$ cat config.mk
export PLATFORM = sky130hd
export DESIGN_NAME = sys_array_stream_fetcher
export DESIGN_NICKNAME = d
export VERILOG_FILES = /design/src/rtl/sys_array_pkg.sv /design/src/rtl/sys_array_pe.sv /design/src/rtl/sys_array_stream_fetcher.sv
export SDC_FILE = /design/constraint.sdc
export NUM_CORES = 2
export LEC_CHECK = 0
export ABC_AREA = 1
export CAP_MARGIN = 20
export CORE_UTILIZATION = 45
export CTS_CLUSTER_DIAMETER = 80
export DETAILED_ROUTE_END_ITERATION = 10
export GPL_ROUTABILITY_DRIVEN = 0
export GPL_TIMING_DRIVEN = 0
export SYNTH_ARGS = -nofsm -noshare
export SYNTH_HDL_FRONTEND = slang
export SYNTH_SLANG_ARGS = --single-unit
$ cat constraint.sdc
create_clock -name clk -period 12.6 [get_ports clk]
set_clock_uncertainty 0.2 [all_clocks]
set_input_delay 2.52 -clock clk [delete_from_list [all_inputs] [get_ports clk]]
set_output_delay 2.52 -clock clk [all_outputs]
set_load 0.005 [all_outputs]
$ cat src/rtl/sys_array_pkg.sv
// -----------------------------------------------------------------------------
// sys_array_pkg
//   Shared definitions for the systolic-array stream fetcher:
//     - state_t     : control FSM states
//     - acc_width() : accumulator / result element width for a given operand
//                     width and maximum inner dimension
//     - len_width() : width of the run-time inner-dimension field
//     - step_width(): width of the compute step counter
//     - comp_steps(): number of compute cycles for a given L and grid size
// -----------------------------------------------------------------------------
package sys_array_pkg;

  typedef enum logic [2:0] {
    IDLE   = 3'd0,
    LOAD   = 3'd1,
    LOADED = 3'd2,
    COMP   = 3'd3,
    DONE   = 3'd4
  } state_t;

  // Full-precision product plus enough headroom for MAX_L accumulations.
  function automatic int acc_width(input int data_width, input int max_l);
    return 2 * data_width + $clog2(max_l);
  endfunction

  // len_l must be able to hold MAX_L itself (and illegal MAX_L+1).
  function automatic int len_width(input int max_l);
    return $clog2(max_l + 1);
  endfunction

  // The last operand reaches the far corner PE at step L+W+H-3; one extra
  // code point lets the counter step past it harmlessly.
  function automatic int comp_steps(input int len, input int w, input int h);
    return len + w + h - 2;
  endfunction

  function automatic int step_width(input int max_l, input int w, input int h);
    return $clog2(comp_steps(max_l, w, h) + 1);
  endfunction

endpackage

$ cat src/rtl/sys_array_pe.sv
// -----------------------------------------------------------------------------
// sys_array_pe
//   One output-stationary MAC cell of the systolic grid.
//   Ports:
//     clk, reset_n : clock, asynchronous active-low reset
//     clr          : synchronous clear of accumulator and pass-through regs
//     en           : advance one step (register a/b, accumulate a*b)
//     a_in, b_in   : operands from the left / from above
//     a_out, b_out : registered operands to the right / downward
//     acc          : running sum of products
//   Build option: SYS_ARRAY_SIGNED_EN selects two's-complement operands and
//   sign-extended products; otherwise everything is unsigned.
// -----------------------------------------------------------------------------
module sys_array_pe #(
  parameter int DATA_WIDTH = 8,
  parameter int ACC_WIDTH  = 20
) (
  input  logic                  clk,
  input  logic                  reset_n,
  input  logic                  clr,
  input  logic                  en,
  input  logic [DATA_WIDTH-1:0] a_in,
  input  logic [DATA_WIDTH-1:0] b_in,
  output logic [DATA_WIDTH-1:0] a_out,
  output logic [DATA_WIDTH-1:0] b_out,
  output logic [ACC_WIDTH-1:0]  acc
);

`ifdef SYS_ARRAY_SIGNED_EN
  localparam logic SIGNED_MAC = 1'b1;
`else
  localparam logic SIGNED_MAC = 1'b0;
`endif

  localparam int PW = 2 * DATA_WIDTH;

  logic [PW-1:0]        a_ext;
  logic [PW-1:0]        b_ext;
  logic [PW-1:0]        prod;
  logic [ACC_WIDTH-1:0] prod_ext;

  // Operands are widened to the product width before multiplying, so the low
  // PW bits of the product are exact in both signed and unsigned builds and
  // the accumulator can use plain modular addition.
  always_comb begin
    a_ext    = {{DATA_WIDTH{SIGNED_MAC & a_in[DATA_WIDTH-1]}}, a_in};
    b_ext    = {{DATA_WIDTH{SIGNED_MAC & b_in[DATA_WIDTH-1]}}, b_in};
    prod     = a_ext * b_ext;
    prod_ext = {{(ACC_WIDTH-PW){SIGNED_MAC & prod[PW-1]}}, prod};
  end

  // NOTE: sequential state is assigned with <= so every register samples the
  // pre-edge values of its neighbours, which is what makes the systolic
  // shift work regardless of process evaluation order.
  always_ff @(posedge clk or negedge reset_n) begin
    if (!reset_n) begin
      a_out <= '0;
      b_out <= '0;
      acc   <= '0;
    end else if (clr) begin
      a_out <= '0;
      b_out <= '0;
      acc   <= '0;
    end else if (en) begin
      a_out <= a_in;
      b_out <= b_in;
      acc   <= acc + prod_ext;
    end
  end

endmodule

$ cat src/rtl/sys_array_stream_fetcher.sv
// -----------------------------------------------------------------------------
// sys_array_stream_fetcher
//   Buffers operand matrices A (ARRAY_W x L) and B (L x ARRAY_H) received over
//   a valid/ready stream, feeds them skewed into an ARRAY_W x ARRAY_H grid of
//   sys_array_pe cells and presents C = A*B. Buffered operands are retained so
//   start_comp can recompute without a reload.
//   Ports:
//     clk, reset_n  : clock, asynchronous active-low reset
//     load_params   : pulse; captures len_l and starts an operand load
//     len_l         : inner dimension L (legal 1..MAX_L)
//     in_valid      : operand beat valid
//     in_ready      : beat accepted (high in LOAD)
//     in_a          : column k of A, element i at [i*DATA_WIDTH +: DATA_WIDTH]
//     in_b          : row k of B, element j at [j*DATA_WIDTH +: DATA_WIDTH]
//     start_comp    : start a computation on the buffered operands
//     busy          : computation in progress
//     ready         : out_data holds a valid result
//     err_param     : last load_params carried an illegal len_l (sticky)
//     out_data      : C, element (i,j) at [(i*ARRAY_H+j)*ACC_WIDTH +: ACC_WIDTH]
//   Build option: SYS_ARRAY_SIGNED_EN (see sys_array_pe) selects signed MAC.
// -----------------------------------------------------------------------------
module sys_array_stream_fetcher
  import sys_array_pkg::*;
#(
  parameter  int DATA_WIDTH = 8,
  parameter  int ARRAY_W    = 4,
  parameter  int ARRAY_H    = 4,
  parameter  int MAX_L      = 16,
  localparam int ACC_WIDTH  = acc_width(DATA_WIDTH, MAX_L),
  localparam int LEN_W      = len_width(MAX_L)
) (
  input  logic                                  clk,
  input  logic                                  reset_n,
  input  logic                                  load_params,
  input  logic [LEN_W-1:0]                      len_l,
  input  logic                                  in_valid,
  output logic                                  in_ready,
  input  logic [ARRAY_W*DATA_WIDTH-1:0]         in_a,
  input  logic [ARRAY_H*DATA_WIDTH-1:0]         in_b,
  input  logic                                  start_comp,
  output logic                                  busy,
  output logic                                  ready,
  output logic                                  err_param,
  output logic [ARRAY_W*ARRAY_H*ACC_WIDTH-1:0]  out_data
);

  localparam int ADDR_W = (MAX_L > 1) ? $clog2(MAX_L) : 1;
  localparam int STEP_W = step_width(MAX_L, ARRAY_W, ARRAY_H);
  localparam int A_BITS = ARRAY_W * DATA_WIDTH;
  localparam int B_BITS = ARRAY_H * DATA_WIDTH;

  state_t state, next_state;

  logic [LEN_W-1:0]  len_q;
  logic [LEN_W-1:0]  wr_ptr;
  logic [STEP_W-1:0] t;

  logic [A_BITS-1:0] buf_a [MAX_L];
  logic [B_BITS-1:0] buf_b [MAX_L];

  logic len_ok;
  logic accept_params;
  logic start_go;
  logic beat;
  logic last_beat;
  logic last_step;
  logic pe_en;

  // ---------------------------------------------------------------------------
  // Control FSM: next state and decoded controls
  // ---------------------------------------------------------------------------
  // NOTE: every signal written here gets a default first, so no path through
  // the case statement can leave one unassigned and infer a latch.
  always_comb begin
    next_state    = state;
    in_ready      = 1'b0;
    pe_en         = 1'b0;
    len_ok        = (len_l != '0) && (int'(len_l) <= MAX_L);
    accept_params = 1'b0;
    start_go      = 1'b0;
    beat          = 1'b0;
    last_beat     = 1'b0;
    last_step     = (int'(t) == comp_steps(int'(len_q), ARRAY_W, ARRAY_H) - 1);

    unique case (state)
      IDLE, LOADED, DONE: begin
        accept_params = load_params;
        // load_params takes priority over a simultaneous start_comp; IDLE has
        // no valid operands, so start_comp is ignored there.
        start_go      = start_comp && !load_params && (state != IDLE);
        if (accept_params) begin
          next_state = len_ok ? LOAD : IDLE;
        end else if (start_go) begin
          next_state = COMP;
        end
      end
      LOAD: begin
        in_ready  = 1'b1;
        beat      = in_valid;
        last_beat = beat && ((wr_ptr + 1'b1) == len_q);
        if (last_beat) begin
          next_state = LOADED;
        end
      end
      COMP: begin
        pe_en = 1'b1;
        if (last_step) begin
          next_state = DONE;
        end
      end
      default: next_state = IDLE;
    endcase
  end

  always_ff @(posedge clk or negedge reset_n) begin
    if (!reset_n) begin
      state <= IDLE;
    end else begin
      state <= next_state;
    end
  end

  // ---------------------------------------------------------------------------
  // Parameters, pointers, step counter and status outputs
  // ---------------------------------------------------------------------------
  // busy and ready are registered decodes, so they trail the FSM by one cycle:
  // busy covers the L+W+H-2 compute cycles shifted by one, and ready rises one
  // edge after the final accumulate. ready also drops on the very edge that
  // leaves DONE, so it never overlaps the accumulator clear.
  always_ff @(posedge clk or negedge reset_n) begin
    if (!reset_n) begin
      len_q     <= '0;
      wr_ptr    <= '0;
      t         <= '0;
      err_param <= 1'b0;
      busy      <= 1'b0;
      ready     <= 1'b0;
    end else begin
      if (accept_params) begin
        err_param <= !len_ok;
        if (len_ok) begin
          len_q  <= len_l;
          wr_ptr <= '0;
        end
      end else if (beat) begin
        wr_ptr <= wr_ptr + 1'b1;
      end

      if (start_go) begin
        t <= '0;
      end else if (state == COMP) begin
        t <= t + 1'b1;
      end

      busy  <= (state == COMP);
      ready <= (state == DONE) && (next_state == DONE);
    end
  end

  // NOTE: the operand buffer has no reset; its contents are only read after a
  // complete load, and leaving it reset-free lets it map onto plain RAM.
  always_ff @(posedge clk) begin
    if (beat) begin
      buf_a[wr_ptr[ADDR_W-1:0]] <= in_a;
      buf_b[wr_ptr[ADDR_W-1:0]] <= in_b;
    end
  end

  // ---------------------------------------------------------------------------
  // Skewed feed: row i is delayed by i steps, column j by j steps, so that
  // PE(i,j) sees operand index k = t-i-j once the pass-through registers have
  // carried the values across.
  // ---------------------------------------------------------------------------
  logic [DATA_WIDTH-1:0] a_feed [ARRAY_W];
  logic [DATA_WIDTH-1:0] b_feed [ARRAY_H];

  always_comb begin
    for (int i = 0; i < ARRAY_W; i++) begin
      a_feed[i] = '0;
      if ((int'(t) >= i) && ((int'(t) - i) < int'(len_q))) begin
        a_feed[i] = buf_a[ADDR_W'(int'(t) - i)][i*DATA_WIDTH +: DATA_WIDTH];
      end
    end
    for (int j = 0; j < ARRAY_H; j++) begin
      b_feed[j] = '0;
      if ((int'(t) >= j) && ((int'(t) - j) < int'(len_q))) begin
        b_feed[j] = buf_b[ADDR_W'(int'(t) - j)][j*DATA_WIDTH +: DATA_WIDTH];
      end
    end
  end

  // ---------------------------------------------------------------------------
  // PE grid
  // ---------------------------------------------------------------------------
  logic [DATA_WIDTH-1:0] a_pass [ARRAY_W][ARRAY_H];
  logic [DATA_WIDTH-1:0] b_pass [ARRAY_W][ARRAY_H];

  for (genvar gi = 0; gi < ARRAY_W; gi++) begin : g_row
    for (genvar gj = 0; gj < ARRAY_H; gj++) begin : g_col
      logic [DATA_WIDTH-1:0] a_in_w;
      logic [DATA_WIDTH-1:0] b_in_w;

      if (gj == 0) begin : g_a_edge
        assign a_in_w = a_feed[gi];
      end else begin : g_a_inner
        assign a_in_w = a_pass[gi][gj-1];
      end

      if (gi == 0) begin : g_b_edge
        assign b_in_w = b_feed[gj];
      end else begin : g_b_inner
        assign b_in_w = b_pass[gi-1][gj];
      end

      sys_array_pe #(
        .DATA_WIDTH (DATA_WIDTH),
        .ACC_WIDTH  (ACC_WIDTH)
      ) u_pe (
        .clk     (clk),
        .reset_n (reset_n),
        .clr     (start_go),
        .en      (pe_en),
        .a_in    (a_in_w),
        .b_in    (b_in_w),
        .a_out   (a_pass[gi][gj]),
        .b_out   (b_pass[gi][gj]),
        .acc     (out_data[(gi*ARRAY_H+gj)*ACC_WIDTH +: ACC_WIDTH])
      );
    end
  end

endmodule
==> flow_summary.ini <==
[clock_tree]
postCtsSetupRepairBufs = 0
cts_tree = built
clock_latency_ps = 890
clock_path_buffers = 3
cts_resized = 0
cts_hold_buf = 0
htree_levels = 4
cts.sinks = 1557
clock-root-buffer = clkbuf_16
clk_transition_reported_paths_ps = 70
cts_buffers = 180

[placement]
dp_hpwl_um = 288000
io_buffers = 397
post_dp_cell_area_um2 = 116000

[worst_setup_path]
reg2reg_depth = 36
path_common_cell = nand2_1
path_max_fanout = 14
worstSetupEndpointType = register
critPathArrivalTime_ps = 10020
setup.worst_path.start_class = register
critPathKind = reg2reg
crit_slowest_cell = xor2_2
worstPathRequired_ps = 13140
critPathMaxStageDelay_ps = 690

[grt]
overflow = 0
grt_max_degree = 106
grt_pass1_wl_um = 549000
met3_usage_pct = 6.08
antenna_found_initial = 22
use_met2_pct = 50.8
use_met1_pct = 38.6
grt.busiest_layer = met2
grt_use_total_pct = 31.3
grt_pass1_vias = 85127

[logic_synthesis]
synth_adder_area_share_pct = 23.1
syn-num-nets = 13642
synth_compound_area_share_pct = 4.19
synth_cell_type_count = 40
syn_avg_cell_area_um2 = 8.85
synthCells = 12079
synthFlopType = edfxtp_1
muxShareOfSynthArea_pct = 0
synth-edff-count = 1024
ys_seq_area_share_pct = 41.3
synth_top_area_share_pct = 28.8
synth_top_family_by_area = adder cells
synth_xor_area_share_pct = 0.234
yosys.area_share.simple_pct = 21.3
yosys_warnings = 0
synthArstFlopShare_pct = 34.2
yosys.area.top_type = edfxtp_1
synth_area_leaders = edfxtp_1, fa_1, dfrtp_1, nand2_1, ha_1
ys_ff_latch = 1557
netlist_area_um2 = 107000

[layout]
fin_area_um2 = 122000
utilization_pct = 52.0
final_cell_mix = nand2_1, inv_1, nand3_1
layout_commonest_cell = nand2_1
drive_gt1_share_pct = 5.60
fin_nets = 14287
syn_to_final_growth_pct = 14.6

[routing]
wl_um = 373000
num_vias = 86273
viasPerCell = 5.38
ant_nets = 0
first_pass_iters = 6
wl_per_cell_um = 23.3
drc_errors = 0
drtIter0Drc = 8427

[timing]
setup_viol = 0
relSlewSlack_pct = 14.9
period_share_pct = 75.2
rsz0062_at_grt = no
slew_viol_final = 0
clock.fmax_mhz = 105
whs_ps = 310
fin_crit_ps = 9480
tightest_slew_ps = 1280
hold_viol_final = 0

[floorplan]
die-area_um2 = 239000
initial_core_util_pct = 45.3
dieWidth_um = 489
ios = 398
num_rows = 178
die_h_um = 489
core-area_um2 = 236000

[min_path]
hold_class = reg2reg
whs_path_depth = 2

[run]
maxCapViolations = 0

[outcome]
run_status = completed
## metrics by stage
stage / TNS (ps) / std cells / setup slack [ps]
floorplan: 0 / 12079 / 5840
global placement: -9155250 / 15626 / -17380
detailed placement: 0 / 15691 / 3390
CTS: 0 / 16025 / 3330
global route: 0 / 16029 / 2830
finish: 0 / 16032 / 3120
## synth_stat cells, types with 34 or more instances
| cell type | number |
|---|---|
| a21oi_1 | 296 |
| a22oi_1 | 118 |
| buf_2 | 175 |
| buf_4 | 34 |
| clkbuf_1 | 236 |
| dfrtp_1 | 533 |
| edfxtp_1 | 1024 |
| fa_1 | 800 |
| ha_1 | 689 |
| inv_1 | 2164 |
| inv_2 | 54 |
| nand2_1 | 3494 |
| nand2_2 | 36 |
| nand3_1 | 1179 |
| nand3b_1 | 38 |
| nand4_1 | 68 |
| nor2_1 | 586 |
| o21ai_0 | 315 |
| o22ai_1 | 36 |
## worst paths after layout
check	startpoint	endpoint	slack [ps]
setup / recovery	t[1]$_DFFE_PN0P_	g_row[1].g_col[0].u_pe.acc[19]$_DFFE_PN0P_	3120
hold / removal	g_row[3].g_col[1].u_pe.acc[14]$_DFFE_PN0P_	g_row[3].g_col[1].u_pe.acc[14]$_DFFE_PN0P_	310
setup reg to reg	t[1]$_DFFE_PN0P_	g_row[1].g_col[0].u_pe.acc[19]$_DFFE_PN0P_	3120
hold reg to reg	g_row[3].g_col[1].u_pe.acc[14]$_DFFE_PN0P_	g_row[3].g_col[1].u_pe.acc[14]$_DFFE_PN0P_	310
max in group asynchronous	reset_n	g_row[0].g_col[1].u_pe.acc[16]$_DFFE_PN0P_	8740
min in group asynchronous	reset_n	g_row[3].g_col[2].u_pe.acc[19]$_DFFE_PN0P_	1430
## flip-flops by register name (all words and copies together) (netlist names), 5 cells and up
register	count
buf_a	512
buf_b	512
g_row.g_col.u_pe.acc	320
g_row.g_col.u_pe.a_out	96
g_row.g_col.u_pe.b_out	96
len_q	5
t	5
wr_ptr	5
## worst max-delay path, delay by kind of cell, from the launching register on
family,cells,cell delay (ps)
compound gates,4,920
buf+inv,11,2430
flops,1,490
fa+ha+maj,7,3000
xor+xnor,1,690
simple gates,13,1520
## metal layers
metal / vias up / routed length, µm
li1: 39335 / -
met3: 842 / 33800
met1: 42160 / 141000
met5: - / 103
met4: 16 / 26800
met2: 3920 / 172000
## cell families after synthesis
family          count (synthesis)
xor+xnor                       26
buf+inv                      2709
fa+ha+maj                    1489
simple gates                 5490
flops                        1557
compound gates                808
## area by class of cell
cell class | count | area (µm²)
plain buffers | 491 | 2350
clock inverters | 111 | 1260
clock buffers | 223 | 4850
well taps | 3150 | 3940
diodes | 6 | 15.0
repair buffers | 463 | 5370
flip-flops and latches | 1557 | 44100
multi-input cells | 7813 | 52200
fillers | 21833 | 113000
inverters | 2218 | 8330
Power is left out: the tool's default activity adds up to more than one toggle a clock period on the data nets, which glitch-free logic cannot reach.
